<file path="src/rtl/m_video_capture.sv">
// m_video_capture
//   Captures pixels from a sync-framed video source into a 16-entry FIFO.
//   Each HSyncL/VSyncL fall is detected against a one-cycle-delayed copy.
//   A PIX_DIV divider makes a pixel tick. A four-state FSM counts lines and
//   pixels and pushes {x, y, rgb} for every active pixel.
// Ports
//   FCLK, RESET            : clock, asynchronous active-high reset
//   HSyncL, VSyncL         : active-low syncs
//   Blanking               : forces captured colour to 0
//   Red, Green, Blue       : 4-bit colour components
//   pix_valid/pix_ready    : FIFO head handshake
//   pix_x, pix_y, pix_rgb  : FIFO head entry
//   frame_done             : one-cycle pulse at the end of a complete frame
//   overflow, resync       : sticky error flags
module m_video_capture #(
  parameter int PIX_DIV  = 4,
  parameter int H_START  = 40,
  parameter int H_ACTIVE = 256,
  parameter int V_START  = 16,
  parameter int V_ACTIVE = 200
) (
  input  logic        FCLK,
  input  logic        RESET,
  input  logic        HSyncL,
  input  logic        VSyncL,
  input  logic        Blanking,
  input  logic [3:0]  Red,
  input  logic [3:0]  Green,
  input  logic [3:0]  Blue,
  output logic        pix_valid,
  input  logic        pix_ready,
  output logic [8:0]  pix_x,
  output logic [7:0]  pix_y,
  output logic [11:0] pix_rgb,
  output logic        frame_done,
  output logic        overflow,
  output logic        resync
);

  localparam int V_END = V_START + V_ACTIVE;
  localparam int LCW   = $clog2(V_END + 1);
  localparam int SW    = (H_START > 1) ? $clog2(H_START) : 1;
  localparam int DVW   = (PIX_DIV > 1) ? $clog2(PIX_DIV) : 1;

  typedef enum logic [1:0] {S_FRAME_WAIT, S_LINE_WAIT, S_SKIP, S_ACTIVE} state_t;

  state_t           r_state;
  logic             r_hs_q, r_vs_q;
  logic [DVW-1:0]   r_div;
  logic [LCW-1:0]   r_line;
  logic [SW-1:0]    r_skip;
  logic [8:0]       r_x;

  logic [28:0]      r_mem [16];
  logic [3:0]       r_wp, r_rp;
  logic [4:0]       r_cnt;

  logic             w_hs_fall, w_vs_fall, w_tick, w_line_evt, w_in_frame;
  logic             w_push, w_pop, w_wr, w_full;
  logic [7:0]       w_y;
  logic [11:0]      w_rgb;

  assign w_hs_fall = r_hs_q & ~HSyncL;
  assign w_vs_fall = r_vs_q & ~VSyncL;
  assign w_tick    = (r_div == DVW'(PIX_DIV - 1));

  // A sync fall during SKIP/ACTIVE truncates the line and is processed
  // exactly like a LINE_WAIT cycle.
  assign w_line_evt = (r_state == S_LINE_WAIT) ||
                      (((r_state == S_SKIP) || (r_state == S_ACTIVE)) && w_hs_fall);
  assign w_in_frame = (r_line >= LCW'(V_START)) && (r_line < LCW'(V_END));

  // r_line was already bumped on the HSyncL fall that opened this line.
  assign w_y   = 8'(r_line - LCW'(V_START + 1));
  assign w_rgb = Blanking ? 12'h000 : {Red, Green, Blue};

  assign w_push = (r_state == S_ACTIVE) && w_tick && !w_hs_fall && !w_vs_fall;

  // Sync edge detect and pixel divider.
  always_ff @(posedge FCLK or posedge RESET) begin
    if (RESET) begin
      r_hs_q <= 1'b1;
      r_vs_q <= 1'b1;
      r_div  <= '0;
    end else begin
      r_hs_q <= HSyncL;
      r_vs_q <= VSyncL;
      if (w_hs_fall || w_tick) r_div <= '0;
      else                     r_div <= r_div + DVW'(1);
    end
  end

  // Frame / line FSM.
  always_ff @(posedge FCLK or posedge RESET) begin
    if (RESET) begin
      r_state    <= S_FRAME_WAIT;
      r_line     <= '0;
      r_skip     <= '0;
      r_x        <= '0;
      frame_done <= 1'b0;
      resync     <= 1'b0;
    end else begin
      frame_done <= 1'b0;
      if (w_vs_fall) begin
        // VSyncL has priority; a coincident HSyncL fall is dropped.
        if (r_state != S_FRAME_WAIT) resync <= 1'b1;
        r_state <= S_LINE_WAIT;
        r_line  <= '0;
      end else if (w_line_evt) begin
        if (r_line == LCW'(V_END)) begin
          frame_done <= 1'b1;
          r_state    <= S_FRAME_WAIT;
        end else if (w_hs_fall) begin
          r_line <= r_line + LCW'(1);
          if (w_in_frame) begin
            r_state <= S_SKIP;
            r_skip  <= '0;
          end else begin
            r_state <= S_LINE_WAIT;
          end
        end
      end else if (w_tick) begin
        case (r_state)
          S_SKIP: begin
            if (r_skip == SW'(H_START - 1)) begin
              r_state <= S_ACTIVE;
              r_x     <= '0;
            end else begin
              r_skip <= r_skip + SW'(1);
            end
          end
          S_ACTIVE: begin
            r_x <= r_x + 9'd1;
            if (r_x == 9'(H_ACTIVE - 1)) r_state <= S_LINE_WAIT;
          end
          default: ;
        endcase
      end
    end
  end

  // 16-entry FIFO. A full FIFO still takes a push when the head pops in
  // the same cycle, since the freed slot is the one being written.
  assign pix_valid = (r_cnt != 5'd0);
  assign w_pop     = pix_valid & pix_ready;
  assign w_full    = (r_cnt == 5'd16);
  assign w_wr      = w_push & (~w_full | w_pop);
  assign {pix_x, pix_y, pix_rgb} = r_mem[r_rp];

  always_ff @(posedge FCLK or posedge RESET) begin
    if (RESET) begin
      for (int i = 0; i < 16; i++) r_mem[i] <= '0;
      r_wp     <= '0;
      r_rp     <= '0;
      r_cnt    <= '0;
      overflow <= 1'b0;
    end else begin
      if (w_wr) begin
        r_mem[r_wp] <= {r_x, w_y, w_rgb};
        r_wp        <= r_wp + 4'd1;
      end
      if (w_pop) r_rp <= r_rp + 4'd1;
      case ({w_wr, w_pop})
        2'b10:   r_cnt <= r_cnt + 5'd1;
        2'b01:   r_cnt <= r_cnt - 5'd1;
        default: ;
      endcase
      if (w_push && !w_wr) overflow <= 1'b1;
    end
  end

endmodule

</file>
<file path="config.mk">
export PLATFORM = sky130hd
export DESIGN_NAME = m_video_capture
export DESIGN_NICKNAME = d
export VERILOG_FILES = /design/src/rtl/m_video_capture.sv
export SDC_FILE = /design/constraint.sdc
export NUM_CORES = 1
export LEC_CHECK = 0
export ABC_AREA = 1
export ABC_CLOCK_PERIOD_IN_PS = 15800
export CORE_MARGIN = 2
export CORE_UTILIZATION = 55
export DETAILED_ROUTE_END_ITERATION = 7
export GPL_TIMING_DRIVEN = 0
export HOLD_SLACK_MARGIN = 0.02
export PLACE_DENSITY = 0.82
export SLEW_MARGIN = 40
export SYNTH_ARGS = -nofsm -noshare
export SYNTH_HDL_FRONTEND = slang
export SYNTH_SLANG_ARGS = --single-unit
</file>
<file path="constraint.sdc">
create_clock -name FCLK -period 15.8 [get_ports FCLK]
set_clock_uncertainty 0.2 [all_clocks]
set_input_delay 1.58 -clock FCLK [delete_from_list [all_inputs] [get_ports FCLK]]
set_output_delay 1.58 -clock FCLK [all_outputs]
set_load 0.03 [all_outputs]
</file>
== Word level (Yosys, flattened, before mapping) ==
Index checks and enable logic that the tools add are counted.

* Flip-flop bits (word level): 509
* Bits of input ports: 18
* Output and inout port bits: 33

* Add/sub/neg operators: 9
* $lt $le $gt $ge: 5
* Equality and inequality tests: 19
* Multiplexer cells: 34
* Bitwise logic cells: 12
* Reductions and logical operators: 28

{| class="wikitable"
|+ Operators with widths
! operator !! number
|-
| $bwmux 464 || 1
|-
| $bmux 29 s4 || 1
|-
| $demux 29 s4 || 1
|-
| $mux 29 || 3
|-
| $mux 6 || 7
|-
| $mux 8 || 4
|-
| $mux 2 || 9
|-
| $pmux 9 s2 || 1
|-
| $reduce_bool 2->1 || 7
|-
| $mux 12 || 1
|-
| $ne 4x3->1 const B || 3
|-
| $ge 5x5->1 const B || 2
|-
| $not 4->5 || 2
|-
| $pmux 5 s2 || 1
|-
| $reduce_and 5->1 || 2
|-
| $add 9x1->9 const B || 1
|-
| $eq 9x8->1 const B || 1
|-
| $mux 9 || 1
|-
| $add 4x1->4 const B || 2
|-
| $add 8x1->8 const B || 1
|-
| $eq 2x2->1 const B || 4
|-
| $eq 8x8->1 const B || 1
|-
| $ge 8x5->1 const B || 1
|-
| $lt 8x8->1 const B || 1
|-
| other kinds (25) || 49
|}

== Depth between registers and ports, before layout ==
* Word-level depth: 8
* Mapped depth: 16
* Depth with buffers taken out: 16

== Worst setup path before layout ==
No wires, ideal clock.

* Path type: reg2out
* Start: reg r_rp[0]
* End: out pix_rgb[9]
* Data arrival time: 1.614 ns
* Data required time: 14.020 ns
* Setup slack: 12.406 ns
* Cell stages (with the launch flop): 9
* Path buffers: 3
* Cell sequence: dfrtp_1 buf_2 clkinv_1 buf_2 buf_1 nor2_1 o211ai_1 nand3_1 nand2_1

* Cells in the longest elaborated chain, start to end: 4

{| class="wikitable"
|+ RTL lines
! element !! RTL line !! text
|-
| from (decl) || 55 || <nowiki>logic [3:0] r_wp, r_rp;</nowiki>
|-
| from (signal assigned) || 162 || <nowiki>if (w_pop) r_rp <= r_rp + 4'd1;</nowiki>
|-
| $not 4->5 (implied by the code) || 148 || <nowiki>assign {pix_x, pix_y, pix_rgb} = r_mem[r_rp];</nowiki>
|-
| $bmux 29 s4 || 148 ||
|-
| $mux 29 (implied by the code) (2 in series) || 148 ||
|-
| to (decl) || 34 || <nowiki>output logic [11:0] pix_rgb,</nowiki>
|}

No other way between the ends. The select of a mux whose other input is x is not followed.

== Final worst setup path ==
* Start: reg r_rp[0]
* End: out pix_x[2]

* Cells in the longest elaborated chain, start to end: 4

{| class="wikitable"
|+ RTL lines
! element !! RTL line !! text
|-
| $not 4->5 (implied by the code) || 148 ||
|-
| $bmux 29 s4 || 148 ||
|-
| $mux 29 (implied by the code) (2 in series) || 148 ||
|-
| to (decl) || 32 || <nowiki>output logic [8:0] pix_x,</nowiki>
|}

No other way between the ends. The select of a mux whose other input is x is not followed.

==> flow_summary.rst <==
.. list-table::
   :header-rows: 1

   * - Metric
     - Value
   * - Clock network latency to the later pin of the worst-skew pair
     - 0.62 ns
   * - Height of the chip
     - 211 um
   * - Post-CTS setup repair buffer count
     - 0
   * - Layout cells sized above 1
     - 7.76%
   * - Fraction of the cycle the final worst path needs
     - 37.6%
   * - Die Area
     - 44600 sq um
   * - DR pass1 iterations
     - 7
   * - Arrival @ worst endpoint
     - 4.17 ns
   * - Port-buffer cells
     - 50
   * - Number of synthesized register bits
     - 509
   * - Detailed router's first-iteration violation count
     - 3648
   * - DR vias
     - 23276
   * - Final setup violation count
     - 0
   * - Synthesized-area fraction occupied by ao, oa, aoi and oai cells
     - 18.6%
   * - Final RePlAce weighted congestion
     - 1.01
   * - Status
     - completed
   * - Dominant delay contributor by cell family on the critical path
     - buffers and inverters
   * - Routed Wire Length
     - 92800 um
   * - Detail-routed via count per cell
     - 6.51
   * - Effective utilization at floorplan
     - 56.1%
   * - Top cell types by occurrence after synthesis
     - sky130_fd_sc_hd__nand2_1, sky130_fd_sc_hd__o21ai_0, sky130_fd_sc_hd__dfrtp_1
   * - Post-synth cell types
     - 41
   * - Fraction of registers with async set or reset after synthesis
     - 100%
   * - CP Class
     - reg2out
   * - Synth top area share
     - 53.7%
   * - Most frequent cell after synthesis
     - sky130_fd_sc_hd__nand2_1
   * - Synthesized instance count
     - 2861
   * - Post-synthesis net count
     - 2895
   * - Hold Crit Class
     - reg2reg
   * - Count of instances resized after the clock tree is built
     - 0
   * - Worst vdd rail ir drop
     - 114 uV
   * - Global-route wire length before repair
     - 137000 um
   * - Mapped cell area
     - 23600 sq um
   * - Cell Count, Final, Fillers Out
     - 3575
   * - Area share of xor/xnor cells in the synthesized design
     - 0.815%
   * - Number of placed instances, taps included
     - 3476
   * - Row cnt
     - 75
   * - Number of remaining DRC errors
     - 0
   * - Transition time at the pin with the least slew margin
     - 0.996 ns
   * - Max-slew violation total from the final report
     - 0
   * - Cell Pwr Density
     - 190 nW/um^2
   * - Via count of the first global-routing pass
     - 22081
   * - All-layer global routing usage
     - 41.9%
   * - Critical Path Fanout Max
     - 10
   * - CORE AREA
     - 42100 sq um
   * - Type of destination of the critical path
     - output port
   * - Synthesis warning total
     - 0
   * - Category of the worst setup path launch point
     - register
   * - Worst path most repeated cell
     - sky130_fd_sc_hd__clkbuf_1
   * - Largest net degree at the start of global routing
     - 28
   * - Net count reported at finish
     - 3027
   * - Leak
     - 12.6 nW
   * - Sequential fraction of the synthesis area
     - 53.9%
   * - Hold buffer count at CTS
     - 0
   * - Post-synthesis share of cell area spent on full adders, half adders and majority gates
     - 0.879%
   * - Slowest cell delay on critical path
     - 0.77 ns
   * - RSZ-0062 raised after global routing
     - false
   * - Buffers & Inverters on Critical Path
     - 4
   * - Avg WL per Cell
     - 26.0 um
   * - Signed area change from the synthesized netlist to the final layout
     - 15.4%
   * - CTS Root Buffer Type
     - sky130_fd_sc_hd__clkbuf_16
   * - Maximum Capacitance Violations
     - 0
   * - Critical-path cell list
     - buf_2, clkbuf_1, clkbuf_1, o21ai_0, o211ai_1, nand3_1, nand2_1, clkdlybuf4s50_1
   * - Maximum root-to-sink buffer count
     - 3
   * - Main combinational cell family by area after synthesis
     - simple AND/OR/NAND/NOR gates
   * - H-Tree Depth
     - 2
   * - Number of hold violations in the final report
     - 0
   * - Total negative setup slack
     - 0 ns
   * - Final ANT Viol Nets
     - 0
   * - HPWL after DPL
     - 65100 um
   * - Post-synthesis cell type with the largest combined area
     - sky130_fd_sc_hd__dfrtp_1
   * - Top-level I/O count
     - 51
   * - Post-synth EDFFs
     - 0
   * - Timing-limited maximum frequency
     - 168 MHz
   * - TritonCTS clock tree
     - done
   * - Initial antenna violation count
     - 5
   * - Cells taking the most area after synthesis
     - sky130_fd_sc_hd__dfrtp_1, sky130_fd_sc_hd__o21ai_0, sky130_fd_sc_hd__nand2_1
   * - Highest-delay cell along the critical path
     - sky130_fd_sc_hd__clkbuf_1
   * - Clock input transition at the sequential cells of the worst setup and hold paths
     - 0.06 ns
   * - Critical Path RT
     - 14.02 ns
   * - Syn_area_per_cell
     - 8.26 sq um
   * - Sinks on Clock Net
     - 509
   * - Final critical path time including I/O delays and setup
     - 5.95 ns
   * - Main synth FF type
     - sky130_fd_sc_hd__dfrtp_1
   * - Worst slew slack as a fraction of its limit
     - 33.6%
   * - Multiplexer fraction of the synthesized cell area
     - 0%
   * - Horizontal die dimension
     - 211 um
   * - Total global routing overflow
     - 0
   * - CTS buffer count
     - 53
   * - Simple-gate share of the synthesized area
     - 20.1%
==> cell families (layout without fill, tap and decap cells) <==
| logic type | count (synthesis) | after routing |
|---|---|---|
| adders and majority gates | 16 | 16 |
| AOI/OAI and AO/OA | 818 | 818 |
| buffers and inverters | 327 | 496 |
| xor gates and xnor gates | 22 | 22 |
| other | 0 | 6 |
| and+or+nand+nor | 1169 | 1169 |
| DFF | 509 | 509 |
==> where the power goes <==
group | switching, mW | internal, mW
registers | 0.0675 | 1.41
clock network | 0.543 | 0.779
logic | 1.79 | 0.599
==> per-stage QoR <==
step           area (sq um)  worst slack, ns  power [mW]  utilization, %  hold WS (ns)
2_1_floorplan         23600             7.11        2.69               -         0.215
3_3_place_gp          24800             4.01        3.66            58.9         0.227
3_5_place_dp          25400            10.74        3.71            60.3         0.250
4_1_cts               27200            10.09        5.01            64.6         0.265
5_1_grt               27200             9.89        5.29            64.7         0.274
6_report              27300             9.85        5.19            64.7         0.257
==> placed cells by master (no fill, tap or decap), types with 28 or more instances in the layout <==
cell type	n
sky130_fd_sc_hd__dfrtp_1	507
sky130_fd_sc_hd__o211ai_1	113
sky130_fd_sc_hd__buf_2	44
sky130_fd_sc_hd__clkdlybuf4s50_1	50
sky130_fd_sc_hd__inv_1	101
sky130_fd_sc_hd__o21ai_1	29
sky130_fd_sc_hd__clkbuf_1	140
sky130_fd_sc_hd__clkbuf_16	54
sky130_fd_sc_hd__nand2_1	707
sky130_fd_sc_hd__a21oi_1	43
sky130_fd_sc_hd__o21ai_0	629
sky130_fd_sc_hd__nand3_1	111
sky130_fd_sc_hd__clkbuf_2	28
sky130_fd_sc_hd__nor2_1	305
==> metal layers <==
layer,GRT usage (%),share of wire [%],up-vias
li1,-,-,9727
met5,0,0.014,-
met1,53.6,36,11153
met3,17.6,16,436
met2,60.0,42,1958
met4,23.7,6.4,2
==> layout make-up <==
| type | count | area [sq um] |
|---|---|---|
| fillers | 3421 | 14900 |
| repair buffers | 77 | 1070 |
| flip-flops and latches | 509 | 12700 |
| diodes | 6 | 15.0 |
| plain buffers | 216 | 958 |
| well taps | 539 | 674 |
| clock inverters | 12 | 196 |
| multi-input cells | 2025 | 9570 |
| clock buffers | 80 | 1610 |
| inverters | 111 | 428 |
==> sequential cells by signal, summed over array words and instances (netlist names), 2 cells and up <==
| name | cells |
|---|---|
| r_mem | 464 |
| r_x | 9 |
| r_line | 8 |
| r_skip | 6 |
| r_cnt | 5 |
| r_rp | 4 |
| r_wp | 4 |
| r_div | 2 |
| r_state | 2 |
==> path summary, 6_finish.rpt <==
path	start	slack [ns]	to	cells after the start
worst max-delay path	r_rp[0]	9.85	pix_x[2]	8
worst min-delay path	r_div[0]	0.26	r_div[0]	1
worst max register to register	r_x[8]	12.99	r_state[1]	8
worst min register to register	r_div[0]	0.26	r_div[0]	1
max in group asynchronous	RESET	12.70	r_mem[94]	9
min in group asynchronous	RESET	1.11	r_mem[18]	2
Power figures use the tool's default switching activity.
